`src/rtl/dram_port_arbiter.sv`:
```
// Shares the DDR3 user command port between VGA, MCR, SDRAM and CPU-VRAM clients.
// Define DRAM_ARB_VGA_PRIO_EN to give VGA absolute priority over the round-robin group.
module dram_port_arbiter #(
  parameter logic [23:0] VRAM_BASE = 24'h400000,
  parameter logic [23:0] MCR_BASE  = 24'h500000
) (
  input  logic        clk,
  input  logic        reset_n,
  input  logic        calib_done,
  input  logic        vga_req,
  input  logic [14:0] vga_addr,
  output logic        vga_done,
  output logic [31:0] vga_rdata,
  input  logic        mcr_req,
  input  logic        mcr_write,
  input  logic [13:0] mcr_addr,
  input  logic [48:0] mcr_wdata,
  output logic        mcr_done,
  output logic [48:0] mcr_rdata,
  input  logic        sdram_req,
  input  logic        sdram_write,
  input  logic [21:0] sdram_addr,
  input  logic [31:0] sdram_wdata,
  output logic        sdram_done,
  output logic [31:0] sdram_rdata,
  input  logic        vcpu_req,
  input  logic        vcpu_write,
  input  logic [14:0] vcpu_addr,
  input  logic [31:0] vcpu_wdata,
  output logic        vcpu_done,
  output logic [31:0] vcpu_rdata,
  output logic        mem_cmd_valid,
  input  logic        mem_cmd_ready,
  output logic        mem_cmd_write,
  output logic [23:0] mem_cmd_addr,
  output logic [63:0] mem_wdata,
  input  logic        mem_rd_valid,
  input  logic [63:0] mem_rdata,
  output logic        busy
);

  // state   | meaning
  // IDLE    | arbitrate; latch winner's command when calibrated
  // ISSUE   | mem_cmd_valid high, waiting for mem_cmd_ready
  // WAIT_RD | read accepted, waiting for mem_rd_valid
  // DONE    | winner's done pulse; served client masked next IDLE
  typedef enum logic [1:0] {S_IDLE, S_ISSUE, S_WAIT_RD, S_DONE} state_t;

  localparam logic [1:0] ID_VGA   = 2'd0;
  localparam logic [1:0] ID_MCR   = 2'd1;
  localparam logic [1:0] ID_SDRAM = 2'd2;
  localparam logic [1:0] ID_VCPU  = 2'd3;

  state_t      state;
  logic [1:0]  cur_id;
  logic [1:0]  rr_ptr;
  logic [3:0]  mask;
  logic [3:0]  done_vec;
  logic [3:0]  req_m;
  logic [1:0]  c0, c1, c2;
  logic        grant_any;
  logic [1:0]  grant_id;
  logic        sel_write;
  logic [23:0] sel_addr;
  logic [63:0] sel_wdata;
  logic        unused_rdata_hi;

  assign unused_rdata_hi = ^mem_rdata[63:49];
  assign req_m = {vcpu_req, sdram_req, mcr_req, vga_req} & ~mask;

`ifdef DRAM_ARB_VGA_PRIO_EN
  localparam logic [1:0] RR_RESET = ID_MCR;

  function automatic logic [1:0] rr_next(input logic [1:0] id);
    return (id == ID_VCPU) ? ID_MCR : id + 2'd1;
  endfunction

  assign c0 = rr_ptr;
  assign c1 = rr_next(c0);
  assign c2 = rr_next(c1);

  always_comb begin
    grant_any = 1'b1;
    grant_id  = ID_VGA;
    if (req_m[ID_VGA])  grant_id = ID_VGA;
    else if (req_m[c0]) grant_id = c0;
    else if (req_m[c1]) grant_id = c1;
    else if (req_m[c2]) grant_id = c2;
    else                grant_any = 1'b0;
  end
`else
  localparam logic [1:0] RR_RESET = ID_VGA;
  logic [1:0] c3;

  function automatic logic [1:0] rr_next(input logic [1:0] id);
    return id + 2'd1;
  endfunction

  assign c0 = rr_ptr;
  assign c1 = rr_next(c0);
  assign c2 = rr_next(c1);
  assign c3 = rr_next(c2);

  always_comb begin
    grant_any = 1'b1;
    grant_id  = c0;
    if (req_m[c0])      grant_id = c0;
    else if (req_m[c1]) grant_id = c1;
    else if (req_m[c2]) grant_id = c2;
    else if (req_m[c3]) grant_id = c3;
    else                grant_any = 1'b0;
  end
`endif

  // Map the winner's client-local address/data into the flat DRAM word space.
  always_comb begin
    sel_write = 1'b0;
    sel_addr  = '0;
    sel_wdata = '0;
    case (grant_id)
      ID_VGA: sel_addr = VRAM_BASE + {9'd0, vga_addr};
      ID_MCR: begin
        sel_write = mcr_write;
        sel_addr  = MCR_BASE + {10'd0, mcr_addr};
        sel_wdata = {15'd0, mcr_wdata};
      end
      ID_SDRAM: begin
        sel_write = sdram_write;
        sel_addr  = {2'b00, sdram_addr};
        sel_wdata = {32'd0, sdram_wdata};
      end
      default: begin
        sel_write = vcpu_write;
        sel_addr  = VRAM_BASE + {9'd0, vcpu_addr};
        sel_wdata = {32'd0, vcpu_wdata};
      end
    endcase
  end

  always_ff @(posedge clk or negedge reset_n) begin
    if (!reset_n) begin
      state         <= S_IDLE;
      cur_id        <= ID_VGA;
      rr_ptr        <= RR_RESET;
      mask          <= '0;
      done_vec      <= '0;
      mem_cmd_valid <= 1'b0;
      mem_cmd_write <= 1'b0;
      mem_cmd_addr  <= '0;
      mem_wdata     <= '0;
      busy          <= 1'b0;
      vga_rdata     <= '0;
      mcr_rdata     <= '0;
      sdram_rdata   <= '0;
      vcpu_rdata    <= '0;
    end else begin
      done_vec <= '0;
      case (state)
        S_IDLE: begin
          mask <= '0;
          if (calib_done && grant_any) begin
            cur_id        <= grant_id;
            mem_cmd_write <= sel_write;
            mem_cmd_addr  <= sel_addr;
            mem_wdata     <= sel_wdata;
            mem_cmd_valid <= 1'b1;
            busy          <= 1'b1;
`ifdef DRAM_ARB_VGA_PRIO_EN
            if (grant_id != ID_VGA) rr_ptr <= rr_next(grant_id);
`else
            rr_ptr <= rr_next(grant_id);
`endif
            state <= S_ISSUE;
          end
        end
        S_ISSUE: begin
          if (mem_cmd_ready) begin
            mem_cmd_valid <= 1'b0;
            if (mem_cmd_write) begin
              done_vec <= 4'b0001 << cur_id;
              state    <= S_DONE;
            end else begin
              state <= S_WAIT_RD;
            end
          end
        end
        S_WAIT_RD: begin
          if (mem_rd_valid) begin
            case (cur_id)
              ID_VGA:   vga_rdata   <= mem_rdata[31:0];
              ID_MCR:   mcr_rdata   <= mem_rdata[48:0];
              ID_SDRAM: sdram_rdata <= mem_rdata[31:0];
              default:  vcpu_rdata  <= mem_rdata[31:0];
            endcase
            done_vec <= 4'b0001 << cur_id;
            state    <= S_DONE;
          end
        end
        default: begin
          mask  <= 4'b0001 << cur_id;
          busy  <= 1'b0;
          state <= S_IDLE;
        end
      endcase
    end
  end

  assign vga_done   = done_vec[0];
  assign mcr_done   = done_vec[1];
  assign sdram_done = done_vec[2];
  assign vcpu_done  = done_vec[3];

endmodule

```
`config.mk`:
```
export PLATFORM = sky130hd
export DESIGN_NAME = dram_port_arbiter
export DESIGN_NICKNAME = d
export VERILOG_FILES = /design/src/rtl/dram_port_arbiter.sv
export SDC_FILE = /design/constraint.sdc
export NUM_CORES = 1
export LEC_CHECK = 0
export BUFFER_PORTS_ARGS = -buffer_cell sky130_fd_sc_hd__clkbuf_2
export CORE_AREA = 3 3 191 193
export DETAILED_ROUTE_END_ITERATION = 10
export DIE_AREA = 0 0 194 196
export SLEW_MARGIN = 0
export SYNTH_ARGS = -nofsm -noshare
export SYNTH_HDL_FRONTEND = slang
export SYNTH_SLANG_ARGS = --single-unit
```
`constraint.sdc`:
```
create_clock -name clk -period 3.3 [get_ports clk]
set_input_delay 0 -clock clk [delete_from_list [all_inputs] [get_ports clk]]
set_output_delay 0 -clock clk [all_outputs]
set_load 0.05 [all_outputs]
```
==> out/results.txt, run 1 <==
Slew HR - 26.56%
Initial antenna violation count - 11
Worst reg2reg path startpoint - mask[1]$_DFFE_PN0N_
Worst-path clk slew - 60 ps
DRC marker count from the first detailed-route iteration - 362
Comb power frac - 55.0%
Startpoint types - flop
Unrepaired setup endpoints after global routing - false
Critical path cell sequence - nand2b_1 > a211oi_1 > o32ai_2 > buf_4 > ha_2 > buf_4 > a222oi_1 > nor2_1 > a21oi_1 > dlygate4sd3_1 > o21ai_1
Crit path DAT - 3440 ps
Dpl hpwl - 26960 um
Worst setup startpoint - mask[1]$_DFFE_PN0N_
Cell variety after synth - 40
Number of global-route vias before repair - 9576
Fraction of layout cells with a size suffix above 1 - 36.25%
Cell family with most CP delay - compound AO/OA/AOI/OAI gates
Post-detailed-routing wire length - 37040 um
CTS tree - built
Crit path top cell by count - buf_4
GPL Wtd Cong - 0.8706
Non-filler cells in the finished layout - 1960
Netlist Area Pre-Place - 10000 um^2
Final setup TNS - 0 ps
Crit. End Element - flop
FP Rows - 68
Num CTS Buffers - 26
Seq pwr share - 26.8%
Area Overhead vs Synth - 55.82%
Worst-Margin Slew - 1100 ps
Util after Layout - 44.89%
Initial Util - 28.81%
Root buf cell - clkbuf_16
Achievable Freq - 0.3283 GHz
Clock sinks - 234
Synth Warn # - 0
Max-Cap Viols - 0
Largest net degree at the start of global routing - 114
CTS H-tree lvls - 1
PD cells - 1158 nW/um^2
Fin nets - 1740
Die width - 194 um
Die area - 38020 um^2
Final setup fails - 0
Sequential share of the synthesized area - 58.56%
Post-route ant nets - 0
Share of the synthesized area in the top cell type - 58.56%
IO Port Bufs - 463
Final worst path period need - 3046 ps
Core area - 34710 um^2
Top post-synthesis cells by area - dfrtp_1, mux2_1, nand2_1
Avg WL per Cell - 18.90 um
Fillers - 3251
CTS max path bufs - 3
CP required - 3690 ps
DRC viols - 0
Placed Cells incl. Taps - 1723
Clock Power Share - 18.3%
Synth area leader - dfrtp_1
Setup Crit Path Kind - reg2reg
Flops & latches, synth - 234
Total track usage - 18.73%
Total gr overflow - 0
Hold WC Path Type - in2async
Leak - 7.764 nW
NetSw - 8.947 mW
Outcome - completed
Peak supply drop - 909.1 uV
Slowest cell delay on critical path - 590 ps
Via count - 9028
Chip height - 196 um
DR pass1 iterations - 8
Vias per cell - 4.606
Setup Skew - 15.39 ps
Avg Inst Size Synth - 11.83 um^2
CP Max Fanout - 14
Max stage delay cell, worst path - dlygate4sd3_1
Pint - 9.103 mW
Clock Latency Late Sink - 540 ps
Final period util - 92.30%
Hold Violations, Final - 0
Final Slew Violations - 0
Sw Share - 49.57%
CP Buf/Inv Count - 3
First-pass GRT wire length - 56580 um
Top-Level Pins - 495
Post-synthesis cell count - 845
-- worst register-to-register path: cells and delay by family (launching register included) --
kind / cells / cell delay, ps
AOI/OAI and AO/OA: 5 / 1040
adders and majority gates: 1 / 230
buffers and inverters: 3 / 980
DFF: 1 / 400
and+or+nand+nor: 2 / 250
-- placed cells by master (no fill, tap or decap), types with 16 or more instances in the layout --
cell,netlist,final
a21oi_1,52,52
a22oi_1,35,35
clkbuf_16,0,26
clkbuf_2,0,462
conb_1,1,16
dfrtp_1,234,234
dlygate4sd3_1,0,181
mux2_1,144,144
nand2_1,101,101
nor2_1,57,57
o21ai_1,73,73
-- final cells by class --
class,instances,area [um^2],area share (%)
multi-input combinational,543,3794,24.35
inverter,9,33.78,0.2168
clock inverter,11,246.5,1.582
tap,455,569.3,3.654
timing repair buffer,663,4323,27.74
sequential,234,5856,37.58
clock buffer,35,734.5,4.714
antenna,10,25.02,0.1606
-- metal layers --
layer,wire length (um),vias to the layer above,part of all wire [%],GRT usage (%)
li1,-,4211,-,-
met1,13710,4300,37,20.80
met2,18100,432,49,32.28
met3,3732,83,10,6.886
met4,1476,2,4.0,8.351
met5,13,-,0.035,0
-- power groups by stage --
stage               clock [mW]  combinational, mW  sequential (mW)
floorplan                    0               2.61             9.00
global placement             0               9.09             4.81
detailed placement           0               9.18             4.87
CTS                       3.38               9.89             4.84
global route              3.51               10.5             4.99
finish                    3.30               9.92             4.83
-- flip-flops by register name (all words and copies together), names as in the netlist --
signal and count:
busy 1, vga_rdata 32, cur_id 2, mem_wdata 49, vcpu_rdata 32, done_vec 4, sdram_rdata 32, state 2
mask 4, mcr_rdata 49, mem_cmd_addr 23, mem_cmd_valid 1, mem_cmd_write 1, c0 2
-- synth_stat cells, drive strengths merged --
library cell / instances
o31ai: 1
dfrtp: 234
a211oi: 2
a22oi: 35
or2: 1
nand4: 1
a21o: 1
a2bb2oi: 1
inv: 9
o21ai: 75
mux2: 146
nor3b: 1
buf: 47
and2b: 1
and3: 3
nand2b: 3
a32o: 2
a222oi: 15
conb: 1
clkbuf: 27
ha: 8
nand3: 3
a22o: 3
a21oi: 52
o32ai: 1
nor3: 3
o41ai: 1
o22a: 1
o221a: 1
nor2: 57
nor2b: 7
nand2: 101
o21bai: 1
-- through the flow --
stage          area, um^2  hold WS [ps]  power [mW]  setup slack [ps]
2_1_floorplan       10060        -295.6       11.60             738.2
3_3_place_gp        12740         142.8       13.89             621.9
3_5_place_dp        12740         137.6       14.05             542.0
4_1_cts             15530         122.3       18.11             13.32
5_1_grt             15580         162.9       19.03             87.16
6_report            15580         131.2       18.05             254.0
-- path summary, 6_finish.rpt --
path / end / slack [ps] / cells after the start
max: mem_cmd_addr[7]$_DFFE_PN0P_ / 250 / 11
min: mcr_rdata[28]$_DFFE_PN0P_ / 130 / 2
max reg2reg: mem_cmd_addr[7]$_DFFE_PN0P_ / 250 / 11
min reg2reg: mem_wdata[46]$_DFFE_PN0P_ / 480 / 2
max in group asynchronous: mem_cmd_addr[13]$_DFFE_PN0P_ / 2260 / 3
min in group clk: busy$_DFFE_PN0P_ / 140 / 6
-- logic make-up (layout without fill, tap and decap cells) --
| kind of cell | after synthesis | in the layout | synth area share [%] |
|---|---|---|---|
| AO/OA/AOI/OAI | 192 | 192 | 11.97 |
| flip-flops | 234 | 234 | 58.56 |
| buffers and inverters | 83 | 718 | 4.592 |
| AND/OR/NAND/NOR | 181 | 181 | 7.395 |
| adder cells (fa/ha/maj) | 8 | 8 | 1.001 |
| multiplexers | 146 | 146 | 16.44 |
| other | 1 | 26 | 0.03750 |
-- what timing repair did --
| item | 4_1_cts | 5_1_grt |
|---|---|---|
| hold buffers | 181 | 0 |
| buffers inserted | 0 | 0 |
| endpoints found under the setup margin | 0 | 39 |
| hold endpoints to repair | 336 | 0 |
| gates resized for setup | 0 | 5 |
(Power assumes the default switching activity.)
==> run 2, diff against run 1 <==
--- a/config.mk
+++ b/config.mk
@@ -5,10 +5,11 @@
 export SDC_FILE = /design/constraint.sdc
 export NUM_CORES = 1
 export LEC_CHECK = 0
+export ABC_AREA = 0
 export BUFFER_PORTS_ARGS = -buffer_cell sky130_fd_sc_hd__clkbuf_2
-export CORE_AREA = 3 3 191 193
+export CORE_AREA = 3 3 189 191
 export DETAILED_ROUTE_END_ITERATION = 10
-export DIE_AREA = 0 0 194 196
+export DIE_AREA = 0 0 192 194
 export SLEW_MARGIN = 0
 export SYNTH_ARGS = -nofsm -noshare
 export SYNTH_HDL_FRONTEND = slang
==> constraint.sdc (replaced) <==
create_clock -name clk -period 3.9 [get_ports clk]
set_input_delay 0 -clock clk [delete_from_list [all_inputs] [get_ports clk]]
set_output_delay 0 -clock clk [all_outputs]
set_load 0.05 [all_outputs]
==> out/results.txt, run 2 (synthesis results as in run 1) <==
Outcome - completed
Fillers - 3232 (-0.58%)
Avg WL per Cell - 18.28 um (-3.3%)
First-pass GRT wire length - 54740 um (-3.2%)
Seq pwr share - 27.6% (+0.8 points)
Achievable Freq - 0.2919 GHz (-11%)
Clock sinks - 234 (unchanged)
Register-to-register setup slack - 470 ps (+220 ps)
Fraction of layout cells with a size suffix above 1 - 35.96% (-0.29 points)
Die width - 192 um (-1.0%)
Peak supply drop - 570.4 uV (-37%)
Hold WC Path Type - in2async
DP Worst Slack - 742.1 ps (+200.1 ps)
Post-CTS Setup Inserts - 0 (unchanged)
Root buf cell - clkbuf_16
Vias per cell - 4.639 (+0.72%)
Max-Cap Viols - 0 (unchanged)
Largest registers - mcr_rdata x49, mem_wdata x49
CP required - 4300 ps (+610 ps)
GPL Wtd Cong - 0.8981 (+3.2%)
Via count - 9019 (-0.10%)
Largest net degree at the start of global routing - 127 (+11%)
Worst-path clk slew - 60 ps (about the same)
Most frequent cells in the layout - clkbuf_2, dfrtp_1, dlygate4sd3_1, mux2_1, nand2_1
Area Overhead vs Synth - 52.69%
Core area - 34290 um^2 (-1.2%)
Top-Level Pins - 495 (unchanged)
Final setup fails - 0 (unchanged)
CTS max path bufs - 3 (unchanged)
Clock Latency Late Sink - 530 ps (about the same)
PD cells - 968.2 nW/um^2 (-16%)
Chip height - 194 um (-1.0%)
Startpoint types - flop
Worst Slack Setup Final - 473.6 ps (+219.6 ps)
Post-detailed-routing wire length - 35530 um (-4.1%)
Commonest non-fill, non-tap cell in the layout - clkbuf_2
Unrepaired setup endpoints after global routing - false
Final Slew Violations - 0 (unchanged)
Total gr overflow - 0 (unchanged)
CTS H-tree lvls - 1 (unchanged)
Dpl hpwl - 25930 um (-3.8%)
NetSw - 7.530 mW (-16%)
Setup Skew - 7.436 ps (-7.954 ps)
Number of global-route vias before repair - 9523 (-0.55%)
Slew HR - 36.37% (+9.8 points)
DRC marker count from the first detailed-route iteration - 406 (+12%)
Worst-Margin Slew - 954.4 ps (-145.9 ps)
Total track usage - 18.59% (-0.14 points)
Final period util - 87.86% (-4.4 points)
Sw Share - 50.94% (+1.4 points)
Post-route ant nets - 0 (unchanged)
Clock Power Share - 15.7% (-2.6 points)
Comb power frac - 56.7% (+1.7 points)
Crit. End Element - flop
R2R cell count - 11 (unchanged)
FP Rows - 68 (unchanged)
Final setup TNS - 0 ps (unchanged)
Crit path DAT - 3830 ps (+390 ps)
Setup Crit Path Kind - reg2reg
Initial Util - 29.16% (+0.36 points)
Fin nets - 1731 (-0.52%)
Design Power - 14.78 mW (-18%)
Leak - 7.636 nW (-1.6%)
CTS tree - built
Worst hold margin - 123.6 ps (-7.596 ps)
Final worst path period need - 3426 ps (+380.4 ps)
DRC viols - 0 (unchanged)
Die area - 37250 um^2 (-2.0%)
Initial antenna violation count - 8 (-3)
Pint - 7.253 mW (-20%)
Hold Violations, Final - 0 (unchanged)
Num CTS Buffers - 26 (unchanged)
CP Max Fanout - 15 (+1)
DR pass1 iterations - 6 (-2)
IO Port Bufs - 463 (unchanged)
## run 2: cell types whose count changed in the layout (fill, tap and decap cells not counted), moves of 3 or more
| cell | change |
|---|---|
| clkinv_2 | +4 |
| diode_2 | -6 |
| bufinv_16 | -7 |
| dlygate4sd3_1 | -7 |
| clkbuf_1 | +3 |
## run 2: worst paths after layout
path,startpoint,to
hold reg to reg,vga_rdata[22]$_DFFE_PN0P_,vga_rdata[22]$_DFFE_PN0P_
min in group clk,vga_req,busy$_DFFE_PN0P_
max in group asynchronous,reset_n,mem_cmd_addr[1]$_DFFE_PN0P_
hold / removal,reset_n,vga_rdata[30]$_DFFE_PN0P_
setup reg to reg,mask[0]$_DFFE_PN0N_,mem_cmd_addr[8]$_DFFE_PN0P_
setup / recovery,mask[0]$_DFFE_PN0N_,mem_cmd_addr[8]$_DFFE_PN0P_
## run 2: layout make-up
| cell class | instances | area [um^2] | area share [%] |
|---|---|---|---|
| antenna | 4 | 10.01 | 0.06556 |
| timing repair buffer | 654 | 4222 | 27.65 |
| tap | 455 | 569.3 | 3.729 |
| clock inverter | 7 | 41.29 | 0.2704 |
| clock buffer | 38 | 757.0 | 4.958 |
| multi-input combinational | 543 | 3780 | 24.76 |
| inverter | 9 | 33.78 | 0.2213 |
| sequential | 234 | 5856 | 38.35 |
## run 2: routing by layer
layer	global-route usage, %	part of all wire (%)	up-vias
met4	5.774	2.5	4
met1	21.82	38	4311
met2	31.79	48	441
met5	0	0.076	-
li1	-	-	4204
met3	6.563	11	59
## run 2: worst max-delay path, cell delays in order, from the launching register on
cell and delay [ps]:
dfrtp_1 380, and2b_1 240, a21oi_1 200, a2bb2oi_1 240, o22a_1 320, inv_1 110, ha_1 480, a222oi_1 440
nor2_1 110, a21oi_1 130, dlygate4sd3_1 580, o21ai_1 70
## run 2: timing repair
action	CTS	global route
setup endpoints to repair	0	2
resized for setup	0	1
hold endpoints to repair	345	0
hold buffers	174	0
## run 2: metrics by stage
step                      cell area [um^2]  util (%)  instances
after floorplan                      10060         -        860
after global placement               12710     37.07       1721
after detailed placement             12710     37.07       1721
after CTS                            15250     44.48       1940
after global routing                 15270     44.53       1944
final                                15270     44.53       1944
## run 2: power groups by stage
stage / Clock [mW] / Sequential [mW] / Combinational (mW)
after global routing: 2.51 / 4.22 / 8.94
after floorplan: 0 / 7.61 / 2.20
after detailed placement: 0 / 4.11 / 7.75
final: 2.32 / 4.08 / 8.38
after CTS: 2.41 / 4.08 / 8.39
after global placement: 0 / 4.06 / 7.67
